$ cat src/rtl/alu_pkg.sv
// Shared definitions for the multi-cycle ALU sequencer: op codes, FSM states, default width.
package alu_pkg;

  localparam int unsigned WIDTH_DEF = 16;

  localparam logic [1:0] OP_ADD = 2'b00;
  localparam logic [1:0] OP_SUB = 2'b01;
  localparam logic [1:0] OP_MUL = 2'b10;
  localparam logic [1:0] OP_DIV = 2'b11;

  typedef enum logic [1:0] {
    ST_IDLE = 2'b00,
    ST_RUN  = 2'b01,
    ST_DONE = 2'b10
  } state_t;

endpackage

$ cat src/rtl/alu_seq_ctrl_if.sv
// Request/result bundle between the instruction driver (master) and the ALU sequencer (slave).
interface alu_seq_ctrl_if
  import alu_pkg::*;
#(
  parameter int unsigned WIDTH = WIDTH_DEF
);

  logic                 start;
  logic [1:0]           op;
  logic [WIDTH-1:0]     a;
  logic [WIDTH-1:0]     b;
  logic                 busy;
  logic                 done;
  logic [2*WIDTH-1:0]   result;
  logic                 err;

  modport master (
    output start, op, a, b,
    input  busy, done, result, err
  );

  modport slave (
    input  start, op, a, b,
    output busy, done, result, err
  );

endinterface

$ cat src/rtl/alu_addsub.sv
// Combinational ripple add/subtract; in subtract mode cout is the inverted borrow.
module alu_addsub #(
  parameter int unsigned WIDTH = 16
) (
  input  logic [WIDTH-1:0] x,
  input  logic [WIDTH-1:0] y,
  input  logic             sub,
  output logic [WIDTH-1:0] sum,
  output logic             cout
);

  logic [WIDTH-1:0] y_eff;
  logic [WIDTH:0]   c;

  assign y_eff = y ^ {WIDTH{sub}};

  always_comb begin
    c    = '0;
    sum  = '0;
    c[0] = sub;
    for (int unsigned i = 0; i < WIDTH; i++) begin
      sum[i]  = x[i] ^ y_eff[i] ^ c[i];
      c[i+1]  = (x[i] & y_eff[i]) | (c[i] & (x[i] ^ y_eff[i]));
    end
    cout = c[WIDTH];
  end

endmodule

$ cat src/rtl/alu_seq_ctrl.sv
// Multi-cycle ADD/SUB/MUL/DIV sequencer sharing one add/sub unit; start/done handshake.
module alu_seq_ctrl
  import alu_pkg::*;
#(
  parameter int unsigned WIDTH = WIDTH_DEF
) (
  input  logic          clk,
  input  logic          rst,
  alu_seq_ctrl_if.slave bus
);

  localparam int unsigned CNT_W = $clog2(WIDTH) + 1;

  state_t             state;
  logic [CNT_W-1:0]   cnt;
  logic [1:0]         op_r;
  logic [WIDTH-1:0]   a_r;
  logic [WIDTH-1:0]   b_r;
  logic [WIDTH-1:0]   acc_hi;
  logic [WIDTH-1:0]   acc_lo;

  logic               busy_q;
  logic               done_q;
  logic               err_q;
  logic [2*WIDTH-1:0] result_q;

  logic [WIDTH-1:0]   add_x;
  logic [WIDTH-1:0]   add_y;
  logic               add_sub;
  logic [WIDTH-1:0]   add_sum;
  logic               add_cout;

  logic [WIDTH-1:0]   div_trial;
  logic               div_ok;
  logic [WIDTH-1:0]   mul_s;
  logic               mul_c;
  logic               last_step;

  alu_addsub #(.WIDTH(WIDTH)) u_addsub (
    .x    (add_x),
    .y    (add_y),
    .sub  (add_sub),
    .sum  (add_sum),
    .cout (add_cout)
  );

  // Partial remainder shifted left with the next dividend bit; a bit falling out of
  // the top means the trial value already exceeds any WIDTH-bit divisor.
  assign div_trial = {acc_hi[WIDTH-2:0], acc_lo[WIDTH-1]};
  assign div_ok    = add_cout | acc_hi[WIDTH-1];
  assign mul_s     = acc_lo[0] ? add_sum  : acc_hi;
  assign mul_c     = acc_lo[0] ? add_cout : 1'b0;
  assign last_step = (op_r == OP_ADD) || (op_r == OP_SUB) || (cnt == CNT_W'(WIDTH - 1));

  always_comb begin
    add_x   = '0;
    add_y   = '0;
    add_sub = 1'b0;
    case (op_r)
      OP_ADD: begin add_x = a_r;       add_y = b_r;                  end
      OP_SUB: begin add_x = a_r;       add_y = b_r; add_sub = 1'b1;  end
      OP_MUL: begin add_x = acc_hi;    add_y = a_r;                  end
      default: begin add_x = div_trial; add_y = b_r; add_sub = 1'b1; end
    endcase
  end

  always_ff @(posedge clk) begin
    if (rst) begin
      state    <= ST_IDLE;
      cnt      <= '0;
      op_r     <= OP_ADD;
      a_r      <= '0;
      b_r      <= '0;
      acc_hi   <= '0;
      acc_lo   <= '0;
      busy_q   <= 1'b0;
      done_q   <= 1'b0;
      err_q    <= 1'b0;
      result_q <= '0;
    end else begin
      done_q <= 1'b0;
      case (state)
        ST_IDLE: begin
          if (bus.start) begin
            a_r    <= bus.a;
            b_r    <= bus.b;
            op_r   <= bus.op;
            acc_hi <= '0;
            acc_lo <= (bus.op == OP_MUL) ? bus.b : (bus.op == OP_DIV) ? bus.a : '0;
            cnt    <= '0;
            busy_q <= 1'b1;
            state  <= ST_RUN;
          end
        end
        ST_RUN: begin
          case (op_r)
            OP_ADD: begin acc_hi <= {{(WIDTH-1){1'b0}}, add_cout};  acc_lo <= add_sum; end
            OP_SUB: begin acc_hi <= {{(WIDTH-1){1'b0}}, ~add_cout}; acc_lo <= add_sum; end
            OP_MUL: begin
              acc_hi <= {mul_c, mul_s[WIDTH-1:1]};
              acc_lo <= {mul_s[0], acc_lo[WIDTH-1:1]};
            end
            default: begin
              acc_hi <= div_ok ? add_sum : div_trial;
              acc_lo <= {acc_lo[WIDTH-2:0], div_ok};
            end
          endcase
          cnt <= cnt + CNT_W'(1);
          if (last_step) state <= ST_DONE;
        end
        ST_DONE: begin
          result_q <= {acc_hi, acc_lo};
          err_q    <= (op_r == OP_DIV) && (b_r == '0);
          done_q   <= 1'b1;
          busy_q   <= 1'b0;
          state    <= ST_IDLE;
        end
        default: state <= ST_IDLE;
      endcase
    end
  end

  assign bus.busy   = busy_q;
  assign bus.done   = done_q;
  assign bus.err    = err_q;
  assign bus.result = result_q;

endmodule
$ cat src/flat_wrapper.sv
// flat-port wrapper written by rule: the top's interface ports become plain ports
module alu_seq_ctrl_flat import alu_pkg::*;
#(
  parameter int unsigned WIDTH = WIDTH_DEF
)
  (clk, rst, bus_start, bus_op, bus_a, bus_b, bus_busy, bus_done, bus_result, bus_err);
  alu_seq_ctrl_if #(.WIDTH(WIDTH)) bus_i ();
  input  logic clk;
  input  logic rst;
  input wire logic [$bits(bus_i.start)-1:0] bus_start;
  input wire logic [$bits(bus_i.op)-1:0] bus_op;
  input wire logic [$bits(bus_i.a)-1:0] bus_a;
  input wire logic [$bits(bus_i.b)-1:0] bus_b;
  output wire logic [$bits(bus_i.busy)-1:0] bus_busy;
  output wire logic [$bits(bus_i.done)-1:0] bus_done;
  output wire logic [$bits(bus_i.result)-1:0] bus_result;
  output wire logic [$bits(bus_i.err)-1:0] bus_err;
  assign bus_i.start = bus_start;
  assign bus_i.op = bus_op;
  assign bus_i.a = bus_a;
  assign bus_i.b = bus_b;
  assign bus_busy = bus_i.busy;
  assign bus_done = bus_i.done;
  assign bus_result = bus_i.result;
  assign bus_err = bus_i.err;
  alu_seq_ctrl #(.WIDTH(WIDTH)) u_core (.clk(clk), .rst(rst), .bus(bus_i));
endmodule
$ cat config.mk
export PLATFORM = sky130hd
export DESIGN_NAME = alu_seq_ctrl_flat
export DESIGN_NICKNAME = d
export VERILOG_FILES = /design/src/rtl/alu_pkg.sv /design/src/rtl/alu_seq_ctrl_if.sv /design/src/rtl/alu_addsub.sv /design/src/rtl/alu_seq_ctrl.sv /design/src/flat_wrapper.sv
export SDC_FILE = /design/constraint.sdc
export NUM_CORES = 1
export LEC_CHECK = 0
export ABC_CLOCK_PERIOD_IN_PS = 10800
export BUFFER_PORTS_ARGS = -buffer_cell sky130_fd_sc_hd__buf_2
export CAP_MARGIN = 5
export CORE_ASPECT_RATIO = 0.7
export CORE_UTILIZATION = 42
export CTS_CLUSTER_DIAMETER = 60
export CTS_CLUSTER_SIZE = 20
export DETAILED_ROUTE_END_ITERATION = 10
export HOLD_SLACK_MARGIN = 0.12
export SLEW_MARGIN = 20
export SYNTH_ARGS = -nofsm -noshare
export SYNTH_HDL_FRONTEND = slang
export SYNTH_SLANG_ARGS = --single-unit
export TNS_END_PERCENT = 5
$ cat constraint.sdc
create_clock -name clk -period 10.8 [get_ports clk]
set_clock_uncertainty 0.05 [all_clocks]
set_input_delay 0.54 -clock clk [delete_from_list [all_inputs] [get_ports clk]]
set_output_delay 0.54 -clock clk [all_outputs]
set_load 0.02 [all_outputs]
==> results.cfg <==
[outcome]
outcome = completed

[floorplan]
die_w_um = 143.2
die_h_um = 100.8
row_count = 35
start_util = 0.4373
dieArea_um2 = 14430
ios = 72
core-area_um2 = 13400

[global_route]
grt_pass1_wl_um = 26750
grt_pass1_vias = 4825
grt_overflow_total = 0
grt.total_usage = 0.2459
antenna_found_initial = 0
grt_max_degree = 71

[clock_network]
h-tree-depth = 3
cts_tree = built
ctsResizeCount = 0
cts_buffer_depth = 2
cts_sinks = 108
clk_latency_ns = 0.36
cts_root_buf = clkbuf_16
clk_pin_slew_ns = 0.08
cts_buffers = 9
postCtsSetupBuffers = 0
cts.hold.buffers_added = 0

[critical_path]
crit_fanout = 41
worstPathRequired_ns = 11.00
end_kind = register
cp.arrival_ns = 9.11
worst_r2r_path_depth = 22
cp-start-kind = register
path_class = reg2reg

[layout]
finalNetCount = 756
fin_cells = 892
drive_above_1_share = 0.1655
stdcell_area_um2 = 6529
diodes = 0
fillers = 1316
area_growth_syn_to_layout_pct = 11.42
final_util = 0.4872

[routing]
antenna_left = 0
drt-wirelength-per-cell_um = 18.92
route.vias.total = 5133
first_iter_violations = 524
wl_um = 16880
dr.pass1.iters = 5
vias_per_cell = 5.754
post-route-drc-count = 0

[power]
power_switching_mw = 0.3148
power_mw = 0.9973
combPwrFrac = 0.208
leakage_nw = 2.695
internal_power_mw = 0.6824
p_seq_frac = 0.444
switching_share = 0.3157
power.density_nw_per_um2 = 152.7
clkPwrFrac = 0.348
ir_worst_vdd_mv = 0.07577

[logic_synthesis]
ys_warn_count = 0
synth_area_leaders = dfxtp_1 37%, mux2i_1 10%, a21oi_1 8.2%
syn_inst = 675
synth_top_area_share = 0.3690
synth-async-reset-ratio = 0
synth.distinct_cells = 43
synth_area_um2 = 5859
syn-num-nets = 729
synth_flop_cell = dfxtp_1
yosysSeqAreaShare = 0.3690
synth_top_area_cell = dfxtp_1
ys_ff_latch = 108
synth_edf_count = 0
synth_area_per_cell_um2 = 8.681

[timing]
hold_viol_final = 0
holdWs_ns = 0.3727
report.final.slew_viol_count = 0
tightest_slew_ns = 1.038
fin_ws_ns = 1.889
period_share = 0.8251
max_freq_mhz = 112.2
slew_headroom = 0.3075
rsz0062_at_grt = no
setup_viol = 0
fin_tns_setup_ns = 0
fin_crit_ns = 8.911

[placement]
portBuffers = 71
hpwl_um = 12030
placed_cell_area_um2 = 6218
dp_cells = 876
gp_congestion = 0.8503
dpl_worst_slack_ns = 2.028

[flow_run]
drv_cap = 0

[worst_hold_path]
hp-class = in2reg
min_path_cells = 3
[per-layer routing]
| layer | track usage | vias up | wire length, um |
|---|---|---|---|
| met1 | 0.3539 | 2425 | 8217 |
| met2 | 0.3651 | 203 | 7176 |
| li1 | - | 2485 | - |
| met4 | 0.06369 | 0 | 226 |
| met5 | 0 | - | 0 |
| met3 | 0.05986 | 20 | 1257 |
[cells in the final DEF (no fill, tap or decap), types with 3 or more instances in the layout]
master	synthesis	final
a211oi_1	27	27
a21oi_1	96	95
a221oi_1	6	6
a221oi_2	10	10
a22o_1	46	46
a32o_1	3	3
buf_2	25	71
buf_4	2	8
clkbuf_16	0	9
dfxtp_1	108	105
fa_1	15	15
inv_1	3	3
mux2_2	3	3
mux2i_1	61	61
nand2_1	78	78
nand3_1	5	5
nor2_1	69	69
nor2b_1	33	32
nor3_1	16	16
nor4_1	4	4
o21ai_0	3	3
xor2_1	3	3
[power groups by stage]
stage	clock, mW	sequential (mW)	combinational (mW)
after detailed placement	0	0.451	0.203
after global routing	0.370	0.445	0.226
final	0.347	0.443	0.207
after global placement	0	0.450	0.200
after floorplan	0	0.437	0.155
after CTS	0.352	0.442	0.204
[state kept, by name (all words and copies together) (netlist names)]
name,count
u_core.bus.busy,1
u_core.a_r,16
u_core.bus.done,1
u_core.bus.err,1
u_core.bus.result,32
u_core.state,2
u_core.cnt,5
u_core.b_r,16
u_core.acc_lo,16
u_core.op_r,2
u_core.acc_hi,16
[worst max-delay path, stage by stage (launching register included)]
cell and delay, ns:
dfxtp_2 0.78, nor2b_1 0.12, a211oi_1 0.26, a21oi_1 0.09, fa_1 0.43, fa_1 0.39, fa_1 0.39, fa_1 0.39
fa_1 0.39, fa_1 0.39, fa_1 0.38, fa_1 0.39, fa_1 0.39, fa_1 0.39, fa_1 0.40, fa_1 0.41
fa_1 0.41, fa_1 0.41, fa_1 0.47, nor2_2 0.82, mux2i_1 0.27, nand3_1 0.10, a32o_1 0.29
[cell usage after synthesis, types with 4 or more instances]
| master | number |
|---|---|
| nor2_1 | 69 |
| dfxtp_1 | 108 |
| a211oi_1 | 27 |
| mux2i_1 | 61 |
| a22o_1 | 46 |
| nand3_1 | 5 |
| nand2_1 | 78 |
| fa_1 | 15 |
| clkbuf_1 | 23 |
| a21oi_1 | 96 |
| a221oi_1 | 6 |
| buf_6 | 4 |
| nor4_1 | 4 |
| nor2b_1 | 33 |
| a221oi_2 | 10 |
| buf_1 | 9 |
| nor3_1 | 16 |
| buf_2 | 25 |
[cells by family after synthesis]
group	share of synthesized area
fa+ha+maj	0.05552
xor+xnor	0.005980
mux	0.1100
compound gates	0.2419
flops	0.3690
simple gates	0.1636
buf+inv	0.05402
[path summary, 6_finish.rpt]
kind,startpoint,to,slack (ns)
setup reg to reg,u_core.op_r[1],u_core.acc_hi[2],1.89
hold / removal,bus_b[11],u_core.b_r[11],0.37
hold reg to reg,u_core.bus.result[17],u_core.bus.result[17],0.42
setup / recovery,u_core.op_r[1],u_core.acc_hi[2],1.89
[layout make-up]
cell class	count	area [um2]	share of cell area
clock buffer	10	239.0	0.03660
clock inverter	6	70.07	0.01073
inverter	3	11.26	0.001725
multi-input combinational	501	3393	0.5197
sequential	108	2168	0.3321
tap	185	231.5	0.03545
timing repair buffer	79	415.4	0.06363
Note: power is estimated with default switching activity, not from simulation.
